--- src/rtl/cnn_pkg.sv ---
`default_nettype none
// cnn_pkg: shared constants for the convolution / pooling pipeline.
package cnn_pkg;
   localparam int CONV_W      = 24;
   localparam int ACT_W       = 8;
   localparam int FMAP_W      = 8;
   localparam int FMAP_H      = 8;
   localparam int QUANT_SHIFT = 8;
endpackage
`default_nettype wire

--- src/rtl/pool_line_buf.sv ---
`default_nettype none
// pool_line_buf: half-width row of horizontal partial maxima, one write port,
// asynchronous read at the same address.
module pool_line_buf
   import cnn_pkg::*;
#(
   parameter int DEPTH = FMAP_W / 2,
   parameter int W     = CONV_W,
   parameter int AW    = (DEPTH > 1) ? $clog2(DEPTH) : 1
)(
   input  logic          clk,
   input  logic          i_we,
   input  logic [AW-1:0] i_addr,
   input  logic [W-1:0]  i_wdata,
   output logic [W-1:0]  o_rdata
);

   logic [W-1:0] r_mem [DEPTH];

   always_ff @(posedge clk) begin
      if (i_we) begin
         r_mem[i_addr] <= i_wdata;
      end
   end

   assign o_rdata = r_mem[i_addr];

endmodule
`default_nettype wire

--- src/rtl/relu_maxpool.sv ---
`default_nettype none
// relu_maxpool: ReLU + 2x2/stride-2 max-pool + shift/saturate quantiser on a
// raster-order conv_result stream, valid/ready on both sides.
module relu_maxpool
   import cnn_pkg::*;
#(
   parameter int IN_W  = CONV_W,
   parameter int OUT_W = ACT_W,
   parameter int IMG_W = FMAP_W,
   parameter int IMG_H = FMAP_H,
   parameter int SHIFT = QUANT_SHIFT
)(
   input  logic             clk,
   input  logic             reset,
   input  logic             clear,
   input  logic             in_valid,
   input  logic [IN_W-1:0]  in_data,
   output logic             in_ready,
   output logic             out_valid,
   output logic [OUT_W-1:0] out_data,
   input  logic             out_ready,
   output logic             frame_done
);

   localparam int COL_W  = $clog2(IMG_W);
   localparam int ROW_W  = $clog2(IMG_H);
   localparam int NOUT   = (IMG_W / 2) * (IMG_H / 2);
   localparam int OCNT_W = (NOUT > 1) ? $clog2(NOUT) : 1;
   localparam int LB_D   = IMG_W / 2;
   localparam int LB_AW  = (LB_D > 1) ? $clog2(LB_D) : 1;
   localparam logic [IN_W-1:0] SAT_MAX = IN_W'((1 << OUT_W) - 1);

   logic [COL_W-1:0]  r_col;
   logic [ROW_W-1:0]  r_row;
   logic [OCNT_W-1:0] r_ocnt;
   logic [IN_W-1:0]   r_hmax;
   logic              r_out_valid;
   logic [OUT_W-1:0]  r_out_data;
   logic              r_frame_done;

   logic              w_acc;
   logic              w_oacc;
   logic              w_col_last;
   logic              w_row_last;
   logic              w_ocnt_last;
   logic              w_emit;
   logic              w_lb_we;
   logic [LB_AW-1:0]  w_lb_addr;
   logic [IN_W-1:0]   w_lb_rdata;
   logic [IN_W-1:0]   w_relu;
   logic [IN_W-1:0]   w_hmax_m;
   logic [IN_W-1:0]   w_pool;
   logic [IN_W-1:0]   w_q;
   logic [OUT_W-1:0]  w_sat;

   assign in_ready   = ~r_out_valid | out_ready;
   assign out_valid  = r_out_valid;
   assign out_data   = r_out_data;
   assign frame_done = r_frame_done;

   // A clear in the same cycle drops the offered sample.
   assign w_acc       = in_valid & in_ready & ~clear;
   assign w_oacc      = r_out_valid & out_ready;
   assign w_col_last  = (r_col == COL_W'(IMG_W - 1));
   assign w_row_last  = (r_row == ROW_W'(IMG_H - 1));
   assign w_ocnt_last = (r_ocnt == OCNT_W'(NOUT - 1));

   assign w_relu   = in_data[IN_W-1] ? '0 : in_data;
   assign w_hmax_m = (w_relu > r_hmax) ? w_relu : r_hmax;
   assign w_pool   = (w_lb_rdata > w_hmax_m) ? w_lb_rdata : w_hmax_m;
   assign w_q      = w_pool >> SHIFT;
   assign w_sat    = (w_q > SAT_MAX) ? {OUT_W{1'b1}} : w_q[OUT_W-1:0];

   assign w_emit    = w_acc & r_col[0] & r_row[0];
   assign w_lb_we   = w_acc & r_col[0] & ~r_row[0];
   assign w_lb_addr = LB_AW'(r_col >> 1);

   pool_line_buf #(
      .DEPTH (LB_D),
      .W     (IN_W),
      .AW    (LB_AW)
   ) u_line_buf (
      .clk     (clk),
      .i_we    (w_lb_we),
      .i_addr  (w_lb_addr),
      .i_wdata (w_hmax_m),
      .o_rdata (w_lb_rdata)
   );

   always_ff @(posedge clk or negedge reset) begin
      if (!reset) begin
         r_col <= '0;
         r_row <= '0;
      end else if (clear) begin
         r_col <= '0;
         r_row <= '0;
      end else if (w_acc) begin
         if (w_col_last) begin
            r_col <= '0;
            r_row <= w_row_last ? '0 : r_row + ROW_W'(1);
         end else begin
            r_col <= r_col + COL_W'(1);
         end
      end
   end

   always_ff @(posedge clk or negedge reset) begin
      if (!reset) begin
         r_hmax <= '0;
      end else if (w_acc && !r_col[0]) begin
         r_hmax <= w_relu;
      end
   end

   // A new result may overwrite one being accepted this cycle.
   always_ff @(posedge clk or negedge reset) begin
      if (!reset) begin
         r_out_valid <= 1'b0;
         r_out_data  <= '0;
      end else if (clear) begin
         r_out_valid <= 1'b0;
      end else if (w_emit) begin
         r_out_valid <= 1'b1;
         r_out_data  <= w_sat;
      end else if (w_oacc) begin
         r_out_valid <= 1'b0;
      end
   end

   always_ff @(posedge clk or negedge reset) begin
      if (!reset) begin
         r_ocnt       <= '0;
         r_frame_done <= 1'b0;
      end else if (clear) begin
         r_ocnt       <= '0;
         r_frame_done <= 1'b0;
      end else begin
         r_frame_done <= w_oacc & w_ocnt_last;
         if (w_oacc) begin
            r_ocnt <= w_ocnt_last ? '0 : r_ocnt + OCNT_W'(1);
         end
      end
   end

endmodule
`default_nettype wire

--- config.mk ---
export PLATFORM = sky130hd
export DESIGN_NAME = relu_maxpool
export DESIGN_NICKNAME = d
export VERILOG_FILES = /design/src/rtl/cnn_pkg.sv /design/src/rtl/pool_line_buf.sv /design/src/rtl/relu_maxpool.sv
export SDC_FILE = /design/constraint.sdc
export NUM_CORES = 1
export LEC_CHECK = 0
export CAP_MARGIN = 5
export CELL_PAD_IN_SITES_DETAIL_PLACEMENT = 0
export CELL_PAD_IN_SITES_GLOBAL_PLACEMENT = 2
export CORE_MARGIN = 4
export CORE_UTILIZATION = 35
export CTS_CLUSTER_DIAMETER = 60
export DETAILED_ROUTE_END_ITERATION = 10
export PLACE_DENSITY = 0.65
export SYNTH_ARGS = -nofsm -noshare
export SYNTH_HDL_FRONTEND = slang
export SYNTH_SLANG_ARGS = --single-unit
--- constraint.sdc ---
create_clock -name clk -period 8.9 [get_ports clk]
set_input_delay 2.225 -clock clk [delete_from_list [all_inputs] [get_ports clk]]
set_output_delay 2.225 -clock clk [all_outputs]
set_load 0.03 [all_outputs]
# Word-level counts from Yosys, hierarchy flattened
# Memories as Yosys holds them, arrays and structs flattened.
# Cells that the tools add are included.
dict set report totals {
  register_bits 44
  ram_bits 96
  elab_cells 56
  memories 1
}
dict set report classes {
  add_sub_neg 3
  order_cmp 3
  eq_ne 3
  muxes 20
  n_bitwise 11
  reduce_logical 8
}
# name words width read_ports rd_clocked_by_memory_dff write_ports line
set memory_table {}
lappend memory_table {u_line_buf.r_mem 4 24 1 0 1 pool_line_buf.sv:18} ;# logic [W-1:0] r_mem [DEPTH];
# op count
set ops {}
lappend ops {{24-bit 2-to-1 mux} 2}
lappend ops {{23-bit by 24-bit greater-than comparator with 1-bit output} 1}
lappend ops {{24-bit greater-than comparator} 1}
lappend ops {{23-bit 2-to-1 mux} 1}
lappend ops {{3-bit 2-to-1 mux} 7}
lappend ops {{16-bit by 8-bit greater-than comparator with 1-bit output (second input constant)} 1}
lappend ops {{4-bit 2-to-1 mux} 3}
lappend ops {{8-bit 2-to-1 mux} 1}
lappend ops {{1-bit bitwise AND} 7}
lappend ops {{3-bit by 1-bit adder with 3-bit output (second input constant)} 2}
lappend ops {{3-bit equality test (second input constant)} 2}
lappend ops {{1-bit 2-to-1 mux} 6}
lappend ops {{2-bit nonzero test} 3}
lappend ops {{4-bit by 1-bit adder with 4-bit output (second input constant)} 1}
lappend ops {{4-bit equality test (second input constant)} 1}
lappend ops {{2-bit AND reduction} 2}
lappend ops {{1-bit inverter} 3}
lappend ops {{3-bit nonzero test} 1}
lappend ops {{1-bit logical AND} 1}
lappend ops {{1-bit zero test} 1}
lappend ops {{1-bit OR} 1}

# Longest topological paths before layout
# Gate-level depths: netlist of the first run.
dict set report logic_depth {
  word_depth 8
  mapped_depth 23
}

# Hierarchy
# A second synthesis of the first run with hierarchy kept.
dict set report unflattened {
  cells_unflattened 578
  hier_area_um2 7156.9
}
# mod n_inst cells_per_inst area_each_um2
set by_module_without_submodules {}
lappend by_module_without_submodules {relu_maxpool 1 448 3622.2}
lappend by_module_without_submodules {pool_line_buf 1 130 3534.6}

# Worst setup path before layout of the first run
# No wires, ideal clock.
dict set report synth_path {
  path_type {input to register}
  start {input in_data[23]}
  end {register r_out_data[0], in the netlist out_data[0]}
  setup_time_ns 0.140
  t_arrival_ns 6.488
  t_required_ns 8.760
  path_slack_ns 2.272
  cell_stages 23
  path_buffers 4
  path_cell_list {clkbuf_1 > clkbuf_1 > nor2b_1 > ha_1 > a21oi_1 > a211oi_1 > o31ai_1 > and3_1 > a22o_1 > buf_6 > buf_2 > mux2_2 > inv_1 > ha_1 > a21o_1 > a21o_1 > a21o_1 > a21o_1 > a21oi_1 > o21ai_0 > a2111oi_0 > a22o_4 > a211oi_1}
}
dict set report synth_via {
  elab_chain_len 7
}
# element line
set synth_rtl {}
lappend synth_rtl {{from (decl)} relu_maxpool.sv:17} ;# input logic [IN_W-1:0] in_data,
lappend synth_rtl {{23-bit 2-to-1 mux (*)} relu_maxpool.sv:68} ;# assign w_relu = in_data[IN_W-1] ? '0 : in_data;
lappend synth_rtl {{net w_relu[9]} relu_maxpool.sv:50} ;# logic [IN_W-1:0] w_relu;
lappend synth_rtl {{23-bit by 24-bit greater-than comparator with 1-bit output (*)} relu_maxpool.sv:69} ;# assign w_hmax_m = (w_relu > r_hmax) ? w_relu : r_hmax;
lappend synth_rtl {{24-bit 2-to-1 mux (*)} relu_maxpool.sv:69}
lappend synth_rtl {{net u_line_buf.i_wdata[17]} pool_line_buf.sv:14} ;# input logic [W-1:0] i_wdata,
lappend synth_rtl {{24-bit greater-than comparator} relu_maxpool.sv:70} ;# assign w_pool = (w_lb_rdata > w_hmax_m) ? w_lb_rdata : w_hmax_m;
lappend synth_rtl {{24-bit 2-to-1 mux (*)} relu_maxpool.sv:70}
lappend synth_rtl {{16-bit by 8-bit greater-than comparator with 1-bit output} relu_maxpool.sv:72} ;# assign w_sat = (w_q > SAT_MAX) ? {OUT_W{1'b1}} : w_q[OUT_W-1:0];
lappend synth_rtl {{8-bit 2-to-1 mux (*)} relu_maxpool.sv:72}
lappend synth_rtl {{to (signal assigned)} relu_maxpool.sv:124} ;# r_out_data <= w_sat;
lappend synth_rtl {{to (decl)} relu_maxpool.sv:38} ;# logic [OUT_W-1:0] r_out_data;
# The timed path passes the listed nets; every way through them passes the cells marked *.
# A chain may end at the register's enable or synchronous reset.

# Final worst setup path of the first run
dict set report layout_path {
  start {input in_data[23]}
  end {register r_out_data[0], in the netlist out_data[0]}
}
dict set report layout_via {
  elab_chain_len 7
}
# element line
set layout_rtl {}
lappend layout_rtl {{23-bit 2-to-1 mux (*)} relu_maxpool.sv:68}
lappend layout_rtl {{net w_relu[17]} relu_maxpool.sv:50}
lappend layout_rtl {{23-bit by 24-bit greater-than comparator with 1-bit output} relu_maxpool.sv:69}
lappend layout_rtl {{24-bit 2-to-1 mux (*)} relu_maxpool.sv:69}
lappend layout_rtl {{24-bit greater-than comparator} relu_maxpool.sv:70}
lappend layout_rtl {{24-bit 2-to-1 mux (*)} relu_maxpool.sv:70}
lappend layout_rtl {{16-bit by 8-bit greater-than comparator with 1-bit output} relu_maxpool.sv:72}
lappend layout_rtl {{8-bit 2-to-1 mux (*)} relu_maxpool.sv:72}
# Marks and branches as above.

==> results of run 1 <==
## power breakdown
part | total [mW] | switching (mW) | internal [mW]
Combinational | 0.279 | 0.165 | 0.114
Sequential | 0.731 | 0.0161 | 0.715
Clock | 0.733 | 0.285 | 0.447
## layer usage
| metal | wire [um] | up-vias | track usage |
|---|---|---|---|
| met2 | 6940 | 54 | 0.214 |
| met5 | 0 | - | 0 |
| met1 | 7920 | 2111 | 0.222 |
| li1 | - | 2021 | - |
| met4 | 263 | 0 | 0.0416 |
| met3 | 491 | 14 | 0.0332 |
## cell usage in the layout, fill, tap and decap left out, types with 2 or more instances in the layout
| cell type | instances |
|---|---|
| a2111oi_0 | 10 |
| a211oi_1 | 9 |
| a21o_1 | 7 |
| a21oi_1 | 24 |
| and3_1 | 5 |
| buf_4 | 6 |
| bufinv_16 | 3 |
| clkbuf_16 | 17 |
| clkdlybuf4s50_1 | 38 |
| clkinvlp_4 | 5 |
| dfrtp_1 | 42 |
| edfxtp_1 | 92 |
| ha_1 | 49 |
| inv_1 | 47 |
| inv_6 | 5 |
| mux2_2 | 23 |
| mux2i_1 | 24 |
| mux4_2 | 23 |
| nand2_1 | 17 |
| nand2b_1 | 3 |
| nand3_1 | 15 |
| nand4_1 | 7 |
| nor2_1 | 21 |
| nor2b_1 | 25 |
| nor3_1 | 9 |
| nor3b_2 | 2 |
| nor4_1 | 4 |
| o21ai_0 | 10 |
| o31ai_1 | 2 |
| or3_1 | 3 |
## path summary, 6_finish.rpt
path | end | cells after the start | slack [ps] | startpoint
worst max-delay path | out_data[0] | 20 | 1330 | in_data[23]
worst min-delay path | r_hmax[9] | 1 | 530 | r_hmax[9]
worst max register to register | out_data[0] | 18 | 3660 | r_hmax[19]
worst min register to register | r_hmax[9] | 1 | 530 | r_hmax[9]
max in group asynchronous | r_col[2] | 1 | 6190 | reset
min in group asynchronous | r_row[0] | 1 | 2000 | reset
## logic make-up after synthesis
| logic type | count (synthesis) | synth area share |
|---|---|---|
| compound gates | 70 | 0.0692 |
| xor+xnor | 2 | 0.00255 |
| simple gates | 118 | 0.0929 |
| mux | 71 | 0.150 |
| fa+ha+maj | 49 | 0.0893 |
| flops | 135 | 0.559 |
| buf+inv | 65 | 0.0370 |
## final cells by class
cell class / instances / share of cell area
clock inverter: 15 / 0.0234
timing repair buffer: 45 / 0.0526
inverter: 47 / 0.0216
multi-input combinational: 310 / 0.341
clock buffer: 17 / 0.0520
sequential: 135 / 0.469
tap: 260 / 0.0398
## metrics by stage
step	utilization	total power [mW]	worst slack, ps
after CTS	0.430	1.76	1360
after floorplan	-	0.932	2270
after detailed placement	0.398	1.03	920
after global placement	0.398	1.02	910
after global routing	0.430	1.83	961
final	0.430	1.74	1330
## sequential cells by signal, summed over array words and instances (netlist names)
register,count
r_hmax,23
u_line_buf.r_mem,92
frame_done,1
r_col,3
r_ocnt,4
out_valid,1
r_row,3
out_data,8
==> impl_metrics.tcl, run 1 <==
set metrics [dict create \
    status "finished, final reports clean" \
    path_max_fanout 24 \
    cts_hold_buf 0 \
    synth_seq_area_share 0.559 \
    syn_area_per_cell_sq_um 13.5 \
    ff_latch_area_sq_mm 0.00384 \
    hold_viol 0 \
    ys_ff_latch 135 \
    synthArstFlopShare 0.319 \
    synth.top_cells.by_count "edfxtp_1, ha_1, inv_1, dfrtp_1, nor2b_1" \
    syn_inst 510 \
    yosysTopAreaCell "edfxtp_1" \
    clock_sinks 135 \
    hpwl_um 11000 \
    dieHeight_um 148 \
    dr.first_iter.drc_count 183 \
    synthesis.area_sq_mm 0.00687 \
    worst_setup_path_start_kind "input pin" \
    place_area_sq_mm 0.00757 \
    syn_to_final_growth_pct 19.1 \
    die_area_sq_mm 0.0219 \
    worst_pin_slew_ps 1120 \
    finalInstanceArea_sq_mm 0.00818 \
    h-tree-depth 4 \
    crit_path_end_kind "register" \
    wire_per_inst_um 18.8 \
    path_common_cell "a21oi_1" \
    rows 50 \
    clockBufferDepth 2 \
    grt_pass1_wl_um 24600 \
    drv_cap 0 \
    die_w_um 148 \
    power_density_mw_per_mm2 213 \
    initial_core_util 0.361 \
    drc 0 \
    syn_nets 588 \
    fillers 1765 \
    synth.distinct_cells 45 \
    root_buffer "clkbuf_16" \
    path_cells "clkdlybuf4s50_1 -> buf_4 -> nor2b_1 -> ha_1 -> a21oi_1 -> nor3_1 -> a2111oi_0 -> and3_1 -> a22o_1 -> mux2i_1 -> ha_1 -> a21oi_1 -> nor2b_1 -> o21ai_0 -> nand2_1 -> a221oi_1 -> o21ai_0 -> a21oi_1 -> a2111oi_0 -> a211oi_1" \
    cts_tree "yes" \
    post_cts_buffers 0 \
    dr.pass1.iters 4 \
    critPathTopFamily "compound AO/OA/AOI/OAI gates" \
    setup_viol 0 \
    max_stage_delay_ps 870 \
    grt-ovfl-total 0 \
    critical_path_class "in2reg" \
    vias_per_cell 5.07 \
    fin_crit_sh 0.850 \
    ys_top_cells_by_area "edfxtp_1, dfrtp_1, ha_1, mux4_2, mux2_2" \
    portBuffers 39 \
    drive_above_1_share 0.170 \
    critical_path_arrival_ps 7890 \
    place_inst 797 \
    numCtsBuffers 17 \
    yosys_warnings 0 \
    clkTransAtPathRegs_ps 60 \
    required_ps 9220 \
    grt_pass1_vias 4256 \
    skew_ps 11.1 \
    diodes 0 \
    report.final.slew_viol_count 0 \
    coreArea_sq_mm 0.0190 \
    via_count 4200 \
    slew_headroom 0.251 \
    cts_resized 0 \
    final_cells 829 \
    grt_setup_unrepaired "false" \
    antenna_found_initial 0 \
    place_congestion 0.768 \
    antenna_left 0 \
    period_minus_slack_ps 7570 \
    hp-class "reg2reg" \
    synth_ff_type "edfxtp_1" \
    multi_input_area_sq_mm 0.00279 \
    synth.top_cell.area_share 0.402 \
    grtUsageTotal 0.148 \
    grt_max_degree 44 \
    timing.hold.ws_ps 533 \
    critical-path-slowest-cell "a22o_1" \
    setup_tns_ps 0 \
    io_pins 40 \
    ir_worst_vdd_mv 0.114 \
    p_leak_nw 3.25 \
    synth_enable_flop_cells 92 \
    clock.fmax_ghz 0.132 \
    critPathBufInv 2 \
    finalWirelength_um 15600 \
    insertion_delay_ps 420 \
    nets 634 \
    yosysMostFrequentCell "edfxtp_1" \
]
Power figures use the tool's default switching activity.
==> inputs of run 2 (changes only) <==
--- a/config.mk
+++ b/config.mk
@@ -8,11 +8,11 @@
 export CAP_MARGIN = 5
 export CELL_PAD_IN_SITES_DETAIL_PLACEMENT = 0
 export CELL_PAD_IN_SITES_GLOBAL_PLACEMENT = 2
-export CORE_MARGIN = 4
-export CORE_UTILIZATION = 35
+export CORE_MARGIN = 5
+export CORE_UTILIZATION = 46
 export CTS_CLUSTER_DIAMETER = 60
 export DETAILED_ROUTE_END_ITERATION = 10
-export PLACE_DENSITY = 0.65
+export PLACE_DENSITY = 0.82
 export SYNTH_ARGS = -nofsm -noshare
 export SYNTH_HDL_FRONTEND = slang
 export SYNTH_SLANG_ARGS = --single-unit
==> impl_metrics.tcl, run 2 (synthesis gave the netlist of run 1 again) <==
set metrics [dict create \
    h-tree-depth 4 \
    utilization 0.554 \
    critical_path_arrival_ps 7980 \
    preCtsSetupSlack_ps 749 \
    drv_cap 0 \
    grt_pass1_wl_um 23600 \
    insertion_delay_ps 420 \
    clockBufferDepth 2 \
    die_area_sq_mm 0.0175 \
    slew_headroom 0.254 \
    dieHeight_um 132 \
    clock.fmax_ghz 0.130 \
    cts_resized 0 \
    dr.first_iter.drc_count 220 \
    antenna_found_initial 0 \
    clkTransAtPathRegs_ps 60 \
    clock_sinks 135 \
    post_cts_buffers 0 \
    p_leak_nw 3.28 \
    required_ps 9170 \
    root_buffer "clkbuf_16" \
    syn_to_final_growth_pct 17.7 \
    die_w_um 132 \
    grt_pass1_vias 4309 \
    hp-class "reg2reg" \
    cts_hold_buf 0 \
    setup_viol 0 \
    dr.pass1.iters 4 \
    antenna_left 0 \
    worst_setup_path_start_kind "input pin" \
    vias_per_cell 5.60 \
    initial_core_util 0.471 \
    max_stage_delay_ps 770 \
    grt_setup_unrepaired "false" \
    timing.hold.ws_ps 529 \
    crit_path_end_kind "register" \
    wire_per_inst_um 19.3 \
    numCtsBuffers 17 \
    rrSetupSlack_ps 3750 \
    coreArea_sq_mm 0.0146 \
    hpwl_um 10100 \
    ir_worst_vdd_mv 0.134 \
    critPathBufInv 1 \
    worst_pin_slew_ps 1120 \
    path_max_fanout 18 \
    cts_tree "yes" \
    report.final.slew_viol_count 0 \
    io_pins 40 \
    layout_commonest_cell "edfxtp_1" \
    nets 640 \
    rows 44 \
    place_congestion 0.805 \
    fin_crit_sh 0.867 \
    setup_tns_ps 0 \
    final_cell_mix "edfxtp_1, ha_1, inv_1" \
    fillers 1178 \
    via_count 4254 \
    grt-ovfl-total 0 \
    critical-path-slowest-cell "a22o_1" \
    finalWirelength_um 14600 \
    diodes 0 \
    drc 0 \
    fin_ws_ps 1190 \
    path_common_cell "and3_1" \
    critical_path_class "in2reg" \
    largest_reg_flops 92 \
    power_density_mw_per_mm2 210 \
    period_minus_slack_ps 7710 \
    grt_max_degree 44 \
    status "finished, final reports clean" \
    portBuffers 39 \
    skew_ps 13.5 \
    path_cells "clkdlybuf4s50_1 -> nor2b_1 -> ha_1 -> nand3_2 -> nor3_1 -> a2111oi_0 -> and3_1 -> a22o_1 -> mux2i_1 -> ha_1 -> nand4_1 -> nor2_1 -> and3_1 -> and3_1 -> nand3_1 -> mux2i_1 -> o21ai_2 -> a2111oi_0 -> a211oi_1" \
    hold_viol 0 \
    grtUsageTotal 0.174 \
    drive_above_1_share 0.172 \
    top_register "u_line_buf.r_mem" \
    critPathTopFamily "compound AO/OA/AOI/OAI gates" \
]
run 2: changes by cell type in the layout (fill, tap and decap cells not counted), moves of 2 or more:
cell	change
buf_4	+6
clkinvlp_4	-5
clkinv_1	+2
clkinv_2	+2
clkinv_4	+2
run 2: final timing paths:
path	from	to	depth (start not counted)
min reg2reg	r_hmax[0]	r_hmax[0]	2
min in group asynchronous	reset	frame_done	1
max	in_data[23]	out_data[3]	19
max in group asynchronous	reset	r_hmax[19]	1
min	r_hmax[0]	r_hmax[0]	2
max reg2reg	r_hmax[19]	out_data[3]	18
run 2: tightest hold or removal path, delay by kind of cell (launching register included):
| family | cells | cell delay [ps] |
|---|---|---|
| AND/OR/NAND/NOR | 1 | 50 |
| AO/OA/AOI/OAI | 1 | 60 |
| flip-flops | 1 | 380 |
run 2: routing by layer:
metal / wire, um / global-route usage / part of all wire
met3: 674 / 0.0355 / 0.046
met2: 6510 / 0.255 / 0.45
met5: 0 / 0 / 0
met1: 7260 / 0.259 / 0.50
met4: 176 / 0.0577 / 0.012
run 2: through the flow:
stage	power [mW]	instances	instance area, sq um
3_5_place_dp	1.02	727	7510
3_3_place_gp	1.02	727	7510
2_1_floorplan	0.932	510	6870
6_report	1.70	759	8090
5_1_grt	1.78	759	8090
4_1_cts	1.72	759	8090
run 2: power breakdown:
part | internal [mW] | switching [mW]
Combinational | 0.118 | 0.163
Sequential | 0.715 | 0.0148
Clock | 0.415 | 0.272
run 2: layout make-up:
type	count	area, sq um	area share
Clock buffer	18	429	0.0531
Timing Repair Buffer	51	475	0.0588
Multi-Input combinational cell	310	2790	0.345
Sequential cell	135	3840	0.475
Inverter	47	176	0.0218
Clock inverter	14	148	0.0183
Tap cell	184	230	0.0285
